===== config.mk =====
export PLATFORM = sky130hd
export DESIGN_NAME = truth_table_sweeper_flat
export DESIGN_NICKNAME = d
export VERILOG_FILES = /design/src/rtl/tt_pkg.sv /design/src/rtl/truth_table_sweeper_if.sv /design/src/rtl/tt_settle_cnt.sv /design/src/rtl/truth_table_sweeper.sv /design/src/flat_wrapper.sv
export SDC_FILE = /design/constraint.sdc
export NUM_CORES = 1
export LEC_CHECK = 0
export CAP_MARGIN = 20
export CORE_MARGIN = 1
export CORE_UTILIZATION = 39
export DETAILED_ROUTE_END_ITERATION = 10
export SLEW_MARGIN = 20
export SYNTH_ARGS = -nofsm -noshare
export SYNTH_HDL_FRONTEND = slang
export SYNTH_SLANG_ARGS = --single-unit

===== constraint.sdc =====
create_clock -name clk -period 3.45 [get_ports clk]
set_input_delay 0.69 -clock clk [delete_from_list [all_inputs] [get_ports clk]]
set_output_delay 0.69 -clock clk [all_outputs]
set_load 0.05 [all_outputs]

===== src/rtl/tt_pkg.sv =====
// Shared types and helpers for the truth_table_sweeper block.
//   tt_state_e  : sweeper FSM state encoding
//   DEF_N_IN    : default function input count
//   NVEC        : number of input vectors for the default input count
//   mask_width  : minterm-mask width for an n-input function (2^n)
package tt_pkg;

  localparam int unsigned DEF_N_IN = 4;
  localparam int unsigned NVEC     = 1 << DEF_N_IN;

  typedef enum logic [1:0] {
    StIdle,
    StApply,
    StSample,
    StDone
  } tt_state_e;

  function automatic int unsigned mask_width(int unsigned n);
    return 1 << n;
  endfunction

endpackage


===== src/rtl/truth_table_sweeper_if.sv =====
// Bundle between the sweeper and whatever drives/observes it.
//   master : controller side (drives start/expected, returns the function output s_in)
//   slave  : sweeper side (drives vec_out, status and result fields)
interface truth_table_sweeper_if #(
  parameter int unsigned N_IN = 4
);
  localparam int unsigned NvecL = tt_pkg::mask_width(N_IN);

  logic              start;
  logic [NvecL-1:0]  expected;
  logic              s_in;
  logic [N_IN-1:0]   vec_out;
  logic              busy;
  logic              done;
  logic [NvecL-1:0]  minterms;
  logic [N_IN:0]     err_count;
  logic [N_IN-1:0]   first_err;
  logic              first_err_vld;
  logic              pass;

  modport master (
    output start, expected, s_in,
    input  vec_out, busy, done, minterms, err_count, first_err, first_err_vld, pass
  );

  modport slave (
    input  start, expected, s_in,
    output vec_out, busy, done, minterms, err_count, first_err, first_err_vld, pass
  );
endinterface


===== src/rtl/tt_settle_cnt.sv =====
// Settle-time counter: counts enabled cycles 0..SETTLE-1 and pulses tc_o on the last one,
// then wraps to zero.
//   clk_i : clock          rst_i : synchronous active-high reset
//   clr_i : clear to zero  en_i  : count enable      tc_o : terminal-count pulse
module tt_settle_cnt #(
  parameter int unsigned SETTLE = 1
) (
  input  logic clk_i,
  input  logic rst_i,
  input  logic clr_i,
  input  logic en_i,
  output logic tc_o
);
  localparam int unsigned CntW = (SETTLE > 1) ? $clog2(SETTLE) : 1;

  logic [CntW-1:0] cnt_q, cnt_d;

  assign tc_o = en_i && (cnt_q == CntW'(SETTLE - 1));

  always_comb begin
    cnt_d = cnt_q;
    if (clr_i)     cnt_d = '0;
    else if (tc_o) cnt_d = '0;
    else if (en_i) cnt_d = cnt_q + CntW'(1);
  end

  always_ff @(posedge clk_i) begin
    if (rst_i) cnt_q <= '0;
    else       cnt_q <= cnt_d;
  end
endmodule


===== src/rtl/truth_table_sweeper.sv =====
// Clocked driver/monitor that sweeps every input vector of an N_IN-input Boolean function,
// records the observed minterm mask and compares it against an expected mask.
//   clk   : rising-edge clock
//   reset : synchronous active-high reset, aborts any sweep
//   bus   : slave side of truth_table_sweeper_if (start/expected/s_in in, results out)
// Optional build macro TT_STOP_ON_ERR_EN: end the sweep at the first mismatching vector.
module truth_table_sweeper
  import tt_pkg::*;
#(
  parameter int unsigned N_IN   = 4,
  parameter int unsigned SETTLE = 1
) (
  input  logic                  clk,
  input  logic                  reset,
  truth_table_sweeper_if.slave  bus
);
  localparam int unsigned NV   = mask_width(N_IN);
  localparam int unsigned ErrW = N_IN + 1;

  tt_state_e         state_q, state_d;
  logic [NV-1:0]     exp_q, exp_d;
  logic [NV-1:0]     mint_q, mint_d;
  logic [N_IN-1:0]   vec_q, vec_d;
  logic [ErrW-1:0]   err_q, err_d;
  logic [N_IN-1:0]   fe_q, fe_d;
  logic              fev_q, fev_d;
  logic              done_q, done_d;
  logic              cnt_clr, cnt_en, cnt_tc;
  logic              mismatch, stop;

  tt_settle_cnt #(.SETTLE(SETTLE)) u_settle_cnt (
    .clk_i (clk),
    .rst_i (reset),
    .clr_i (cnt_clr),
    .en_i  (cnt_en),
    .tc_o  (cnt_tc)
  );

  assign mismatch = (bus.s_in != exp_q[vec_q]);

  always_ff @(posedge clk) begin
    if (reset) begin
      state_q <= StIdle;
      exp_q   <= '0;
      mint_q  <= '0;
      vec_q   <= '0;
      err_q   <= '0;
      fe_q    <= '0;
      fev_q   <= 1'b0;
      done_q  <= 1'b0;
    end else begin
      state_q <= state_d;
      exp_q   <= exp_d;
      mint_q  <= mint_d;
      vec_q   <= vec_d;
      err_q   <= err_d;
      fe_q    <= fe_d;
      fev_q   <= fev_d;
      done_q  <= done_d;
    end
  end

  always_comb begin
    state_d = state_q;
    exp_d   = exp_q;
    mint_d  = mint_q;
    vec_d   = vec_q;
    err_d   = err_q;
    fe_d    = fe_q;
    fev_d   = fev_q;
    done_d  = done_q;
    cnt_clr = 1'b0;
    cnt_en  = 1'b0;
`ifdef TT_STOP_ON_ERR_EN
    stop    = mismatch;
`else
    stop    = 1'b0;
`endif
    unique case (state_q)
      StIdle, StDone: begin
        if (bus.start) begin
          exp_d   = bus.expected;
          mint_d  = '0;
          err_d   = '0;
          fe_d    = '0;
          fev_d   = 1'b0;
          done_d  = 1'b0;
          vec_d   = '0;
          cnt_clr = 1'b1;
          state_d = StApply;
        end
      end
      StApply: begin
        cnt_en = 1'b1;
        if (cnt_tc) state_d = StSample;
      end
      StSample: begin
        mint_d[vec_q] = bus.s_in;
        if (mismatch) begin
          err_d = err_q + ErrW'(1);
          if (!fev_q) begin
            fe_d  = vec_q;
            fev_d = 1'b1;
          end
        end
        // The last vector holds on vec_out; no wrap inside a sweep.
        if (vec_q == N_IN'(NV - 1) || stop) begin
          done_d  = 1'b1;
          state_d = StDone;
        end else begin
          vec_d   = vec_q + N_IN'(1);
          cnt_clr = 1'b1;
          state_d = StApply;
        end
      end
      default: state_d = StIdle;
    endcase
  end

  always_comb begin
    bus.busy          = (state_q == StApply) || (state_q == StSample);
    bus.done          = done_q;
    bus.pass          = done_q && (err_q == '0);
    bus.vec_out       = vec_q;
    bus.minterms      = mint_q;
    bus.err_count     = err_q;
    bus.first_err     = fe_q;
    bus.first_err_vld = fev_q;
  end
endmodule


===== src/flat_wrapper.sv =====
// flat-port wrapper written by rule: the top's interface ports become plain ports
module truth_table_sweeper_flat import tt_pkg::*;
#(
  parameter int unsigned N_IN   = 4,
  parameter int unsigned SETTLE = 1
)
  (clk, reset, bus_start, bus_expected, bus_s_in, bus_vec_out, bus_busy, bus_done, bus_minterms, bus_err_count, bus_first_err, bus_first_err_vld, bus_pass);
  truth_table_sweeper_if #(.N_IN(N_IN)) bus_i ();
  input  logic clk;
  input  logic reset;
  input wire logic [$bits(bus_i.start)-1:0] bus_start;
  input wire logic [$bits(bus_i.expected)-1:0] bus_expected;
  input wire logic [$bits(bus_i.s_in)-1:0] bus_s_in;
  output wire logic [$bits(bus_i.vec_out)-1:0] bus_vec_out;
  output wire logic [$bits(bus_i.busy)-1:0] bus_busy;
  output wire logic [$bits(bus_i.done)-1:0] bus_done;
  output wire logic [$bits(bus_i.minterms)-1:0] bus_minterms;
  output wire logic [$bits(bus_i.err_count)-1:0] bus_err_count;
  output wire logic [$bits(bus_i.first_err)-1:0] bus_first_err;
  output wire logic [$bits(bus_i.first_err_vld)-1:0] bus_first_err_vld;
  output wire logic [$bits(bus_i.pass)-1:0] bus_pass;
  assign bus_i.start = bus_start;
  assign bus_i.expected = bus_expected;
  assign bus_i.s_in = bus_s_in;
  assign bus_vec_out = bus_i.vec_out;
  assign bus_busy = bus_i.busy;
  assign bus_done = bus_i.done;
  assign bus_minterms = bus_i.minterms;
  assign bus_err_count = bus_i.err_count;
  assign bus_first_err = bus_i.first_err;
  assign bus_first_err_vld = bus_i.first_err_vld;
  assign bus_pass = bus_i.pass;
  truth_table_sweeper #(.N_IN(N_IN), .SETTLE(SETTLE)) u_core (.clk(clk), .reset(reset), .bus(bus_i));
endmodule

* After elaboration in Yosys (flattened, before gate mapping)
Cells that the tools add are included.
Word-level totals: word-level logic and storage cells 71, input bits 20, register bits 50
Operators by class: bitwise gates (word level) 1, reduce and logical (&&, ||, !) cells 16, equality and inequality tests 11, magnitude comparators 2, mux-type cells 29, add/subtract/negate cells 3
Operators by type and width (count):
- 16-bit one-hot mux with 2 select lines | 1
- 16-bit bitwise mux | 1
- 16-bit two-way mux | 1
- 4-bit two-way mux | 4
- 4-bit one-hot mux with 2 select lines | 2
- 5-bit two-way mux | 2
- 5-bit one-hot mux with 2 select lines | 1
- 3-bit AND reduction | 3
- 1-bit two-way mux | 8
- 2-bit two-way mux | 3
- 2-bit by 1-bit inequality test with 1-bit output (second input constant) | 3
- 2-bit inequality test (second input constant) | 3
- 1-bit one-hot mux with 2 select lines | 3
- 2-bit one-hot mux with 3 select lines | 1
- 2-bit AND reduction | 3
- 5-bit by 1-bit adder with 5-bit output (second input constant) | 1
- 5-bit logical NOT | 1
- 4-bit by 5-bit less-than comparator with 1-bit output (second input constant) | 1
- 4-bit by 1-bit adder with 4-bit output (second input constant) | 1
- 1-bit binary-select mux with 4-bit select | 1
- 1-bit demux with 4-bit select | 1
- 2-bit == test (second input constant) | 2
- 4-bit == test (second input constant) | 1
- 4-bit by 1-bit greater-or-equal comparator with 1-bit output (second input constant) | 1
- other kinds (11) | 13

* Logic depth before layout (Yosys ltp)
depth in word-level cells 6, gate-level depth with buffers 9, mapped depth without buffers 7

* Hierarchy
A second synthesis with hierarchy kept.
Unflattened totals: cells, all modules 297, area, all modules 2434.8 µm²
Modules (own cells, without submodules):
- truth_table_sweeper | cells an instance 294, area an instance 2393.5 µm², times used 1, sequential area each 980.9 µm²
- tt_settle_cnt | cells an instance 3, area an instance 41.3 µm², times used 1, sequential area each 20.0 µm²

* Worst setup path before layout
No wires, ideal clock.
path type flip-flop to flip-flop, start register u_core.vec_q[0] (netlist: u_core.bus.vec_out[0]), end register u_core.err_q[4] (netlist: u_core.bus.err_count[4]), required time 3317 ps, library setup time 133 ps, buffers on the path 2, period minus slack after synthesis 2632 ps, setup slack 818 ps, cell stages (with the launch flop) 8, arrival time 2499 ps, cells stage by stage dfxtp_1 buf_6 mux4_1 mux4_2 xor2_1 buf_6 a21o_1 a31oi_1
Between the ends: word-level cells in the longest chain between the ends 5
Ends and longest elaborated chain:
- start, declared | RTL line truth_table_sweeper.sv:23 | logic [N_IN-1:0] vec_q, vec_d;
- start signal, assigned | RTL line truth_table_sweeper.sv:55 | vec_q <= vec_d;
- 1-bit binary-select mux with 4-bit select | RTL line truth_table_sweeper.sv:39 | assign mismatch = (bus.s_in != exp_q[vec_q]);
- 1-bit two-way mux (implied by the code) | RTL line truth_table_sweeper.sv:39
- 1-bit inequality test | RTL line truth_table_sweeper.sv:39
- 2-bit by 1-bit inequality test with 1-bit output (no source line)
- 3-bit AND reduction (no source line)
- end signal, assigned | RTL line truth_table_sweeper.sv:56 | err_q <= err_d;
- end, declared | RTL line truth_table_sweeper.sv:24 | logic [ErrW-1:0] err_q, err_d;
Every way passes these cells. The select of a mux whose other input is x is not followed. A chain may end at the register's enable or synchronous reset.

* Worst setup path in the final report
start register u_core.state_q[0], end output bus_busy
Between the ends: word-level cells in the longest chain between the ends 2, elaborated cells on any way between the ends 3
Ends and longest elaborated chain:
- start, declared | RTL line truth_table_sweeper.sv:20 | tt_state_e state_q, state_d;
- start signal, assigned | RTL line truth_table_sweeper.sv:43 | state_q <= StIdle;
- start signal, assigned | RTL line truth_table_sweeper.sv:52 | state_q <= state_d;
- 2-bit by 1-bit == test with 1-bit output or 2-bit == test (tied branches) | RTL line truth_table_sweeper.sv:121 | bus.busy = (state_q == StApply) || (state_q == StSample);
- 1-bit logical OR * | RTL line truth_table_sweeper.sv:121
- end, declared | RTL line flat_wrapper.sv:15 | output wire logic [$bits(bus_i.busy)-1:0] bus_busy;
Every way passes the cells marked *; elsewhere a longest branch is shown, timed or not.

==> run_results.csv <==
group,metric,value,unit
worst_setup_path,start_kind,"flop",
routing,drtPass1Iterations,4,
clock_network,clk_pin_slew_worst_paths,90,ps
synth,synthAdderAreaFrac,0.0451,
clock_network,ctsHoldBuffers,0,
pwr,p_leak,1.13,nW
cells_and_area,final_util,0.523,
clock_network,cts_resized,0,
routing,drc_errors,0,
grt,grt_pass1_vias,2029,
synth,synth_most_common_cell,"nand2_1",
cells_and_area,drive_above_1_share,0.0514,
synth,yosys.area_share.simple,0.196,
synth,synth_edf_count,0,
synth,yosys.area.top_type,"dfxtp_1",
sta,slew_violations,0,
synth,synth_cells,308,
cells_and_area,fillCellCount,581,
grt,gr-total-overflow,0,
placement,io_buffers,52,
synth,syn_area,2500,sq um
synth,synthArstFlopShare,0,
placement,dpl.hpwl,4340,um
pwr,powerDensity,393,nW/um^2
synth,syn_nets,337,
routing,wl,6250,um
synth,synthTopCellsByArea,"dfxtp_1 40%, nand2_1 9.0%, a21oi_1 8.6%",
cells_and_area,fin_nets,379,
floorplan,die_y,82.0,um
sta,final.setup_skew,9.06,ps
synth,synth_top_family_by_area,"compound AO/OA/AOI/OAI gates",
clock_network,cts_buffers,5,
synth,ys_ff_latch,50,
routing,post_drt_wl_per_cell,14.7,um
clock_network,ctsRootBufferMaster,"clkbuf_8",
cells_and_area,n_antenna_cell,0,
clock_network,clk_latency,310,ps
sta,rsz0062_at_grt,"no",
worst_setup_path,cp.arrival,2100,ps
worst_setup_path,cp_data_required_time,2760,ps
floorplan,fp.dieW,82.0,um
synth,synth_cell_types,36,
clock_network,cts_tree,"done",
synth,synth_top_area_share,0.401,
sta,setup_viol,0,
grt,grt_max_degree,28,
run,cap_violations,0,
placement,place.gp.congestion,0.799,
sta,fin_crit_sh,0.809,
outcome,status,"complete, no violations",
grt,grtUsageTotal,0.204,
synth,synth_commonest_cells,"60 x nand2_1, 50 x dfxtp_1, 43 x a21oi_1, 23 x o21ai_0, 20 x clkbuf_1",
routing,drt_iter0_markers,161,
synth,yosysSeqAreaShare,0.401,
sta,max-slew-margin-rel,0.594,
floorplan,coreArea,6060,sq um
floorplan,dieArea,6730,sq um
synth,ys_warn_count,0,
synth,synth_compound_area_frac,0.236,
grt,antenna_found_initial,0,
synth,synth.avg_cell_area,8.11,sq um
synth,synth_flop_cell,"dfxtp_1",
clock_network,cts_sinks,50,
sta,tns,0,ps
clock_network,cts_setup_buffers,0,
sta,fmaxAchievable,358,MHz
clock_network,htreeDepth,2,
routing,ant_nets,0,
worst_hold_path,hold_path_class,"flop to flop",
worst_setup_path,path_class,"flop to output port",
worst_setup_path,crit_fanout,6,
synth,synth_xor_area_frac,0.00701,
routing,routed-via-count,2216,
grt,grt_pass1_wl,10200,um
floorplan,pin_count,53,
sta,fin_crit,2790,ps
worst_setup_path,endpoint_kind,"output port",
synth,synth.area.mux_share,0.0591,
sta,worst_slew_pin_slew,609,ps
clock_network,cts_buffer_depth,2,
cells_and_area,area_delta_synth_final,26.9,%
routing,via_per_inst,5.21,
pwr,vdd_ir_drop_max,0.210,mV
floorplan,rows,28,
floorplan,start_util,0.412,
sta,hold_viol_final,0,
-- layer usage --
layer	wire [um]	global-route usage	vias to the layer above
met2	2770	0.312	48
li1	-	-	1149
met3	211	0.0356	7
met4	97	0.0789	0
met5	0	0	-
met1	3170	0.283	1012
-- where the power goes --
part | switching (W) | internal (W) | leakage, nW | total [W]
Combinational | 0.000125 | 0.0000807 | 0.671 | 0.000206
Clock | 0.000199 | 0.000232 | 0.0573 | 0.000431
Sequential | 0.0000139 | 0.000597 | 0.406 | 0.000611
-- through the flow --
step	hold WS [ps]	instances	total power, W	instance area (sq um)	worst slack, ps
after floorplan	432	308	0.000758	2500	818
after global placement	444	418	0.000828	3060	899
after detailed placement	444	418	0.000830	3060	781
after CTS	457	425	0.00126	3170	651
after global routing	475	425	0.00130	3170	558
final	454	425	0.00125	3170	659
-- placed cells by master, fill, tap and decap left out, drive strengths merged --
master	count
and2	6
or2	2
nor3	3
a21boi	15
buf	7
clkbuf	6
nor4b	1
o311ai	1
nor3b	3
clkdlybuf4s50	52
bufinv	1
o21ai	23
dfxtp	50
a22o	3
inv	9
ha	9
a31oi	3
a21o	4
nor2b	4
a32oi	1
nor2	11
mux2i	2
nand3	11
o31ai	1
o2bb2ai	1
and3	5
o221ai	1
o22ai	1
a21oi	43
nand2	60
mux4	5
nand4	1
a22oi	2
and4b	1
xor2	2
-- state kept, by name (all words and copies together) (netlist names) --
register / flops
u_core.exp_q: 16
u_core.bus.minterms: 16
u_core.u_settle_cnt.cnt_q: 1
u_core.bus.done: 1
u_core.bus.first_err: 4
u_core.bus.first_err_vld: 1
u_core.state_q: 2
u_core.bus.err_count: 5
u_core.bus.vec_out: 4
-- area by class of cell --
| class | count | area (sq um) | share of cell area |
|---|---|---|---|
| repair buffers | 59 | 573 | 0.181 |
| clock buffers | 6 | 82.6 | 0.0260 |
| flip-flops and latches | 50 | 1000 | 0.316 |
| multi-input cells | 225 | 1360 | 0.428 |
| clock inverters | 1 | 30.0 | 0.00947 |
| well taps | 75 | 93.8 | 0.0296 |
| inverters | 9 | 33.8 | 0.0107 |
-- worst paths after layout --
| kind | from | to | slack, ps | cells past startpoint |
|---|---|---|---|---|
| setup / recovery | u_core.state_q[0] | bus_busy | 660 | 4 |
| hold / removal | u_core.exp_q[0] | u_core.exp_q[0] | 450 | 2 |
| setup reg to reg | u_core.bus.vec_out[0] | u_core.bus.first_err[1] | 790 | 6 |
| hold reg to reg | u_core.exp_q[0] | u_core.exp_q[0] | 450 | 2 |
-- worst max-delay path, stage by stage, from the launching register on --
cell and delay, ps:
dfxtp_1 400, inv_1 60, ha_1 360, inv_1 150, clkdlybuf4s50_1 830
-- cells by family (layout without fill, tap and decap cells) --
group / after synthesis / in the layout
muxes: 7 / 7
DFF: 50 / 50
xor gates and xnor gates: 2 / 2
adders and majority gates: 9 / 9
and+or+nand+nor: 108 / 108
buffers and inverters: 33 / 75
AOI/OAI and AO/OA: 99 / 99
No activity file was read; power rests on OpenSTA's default activity.
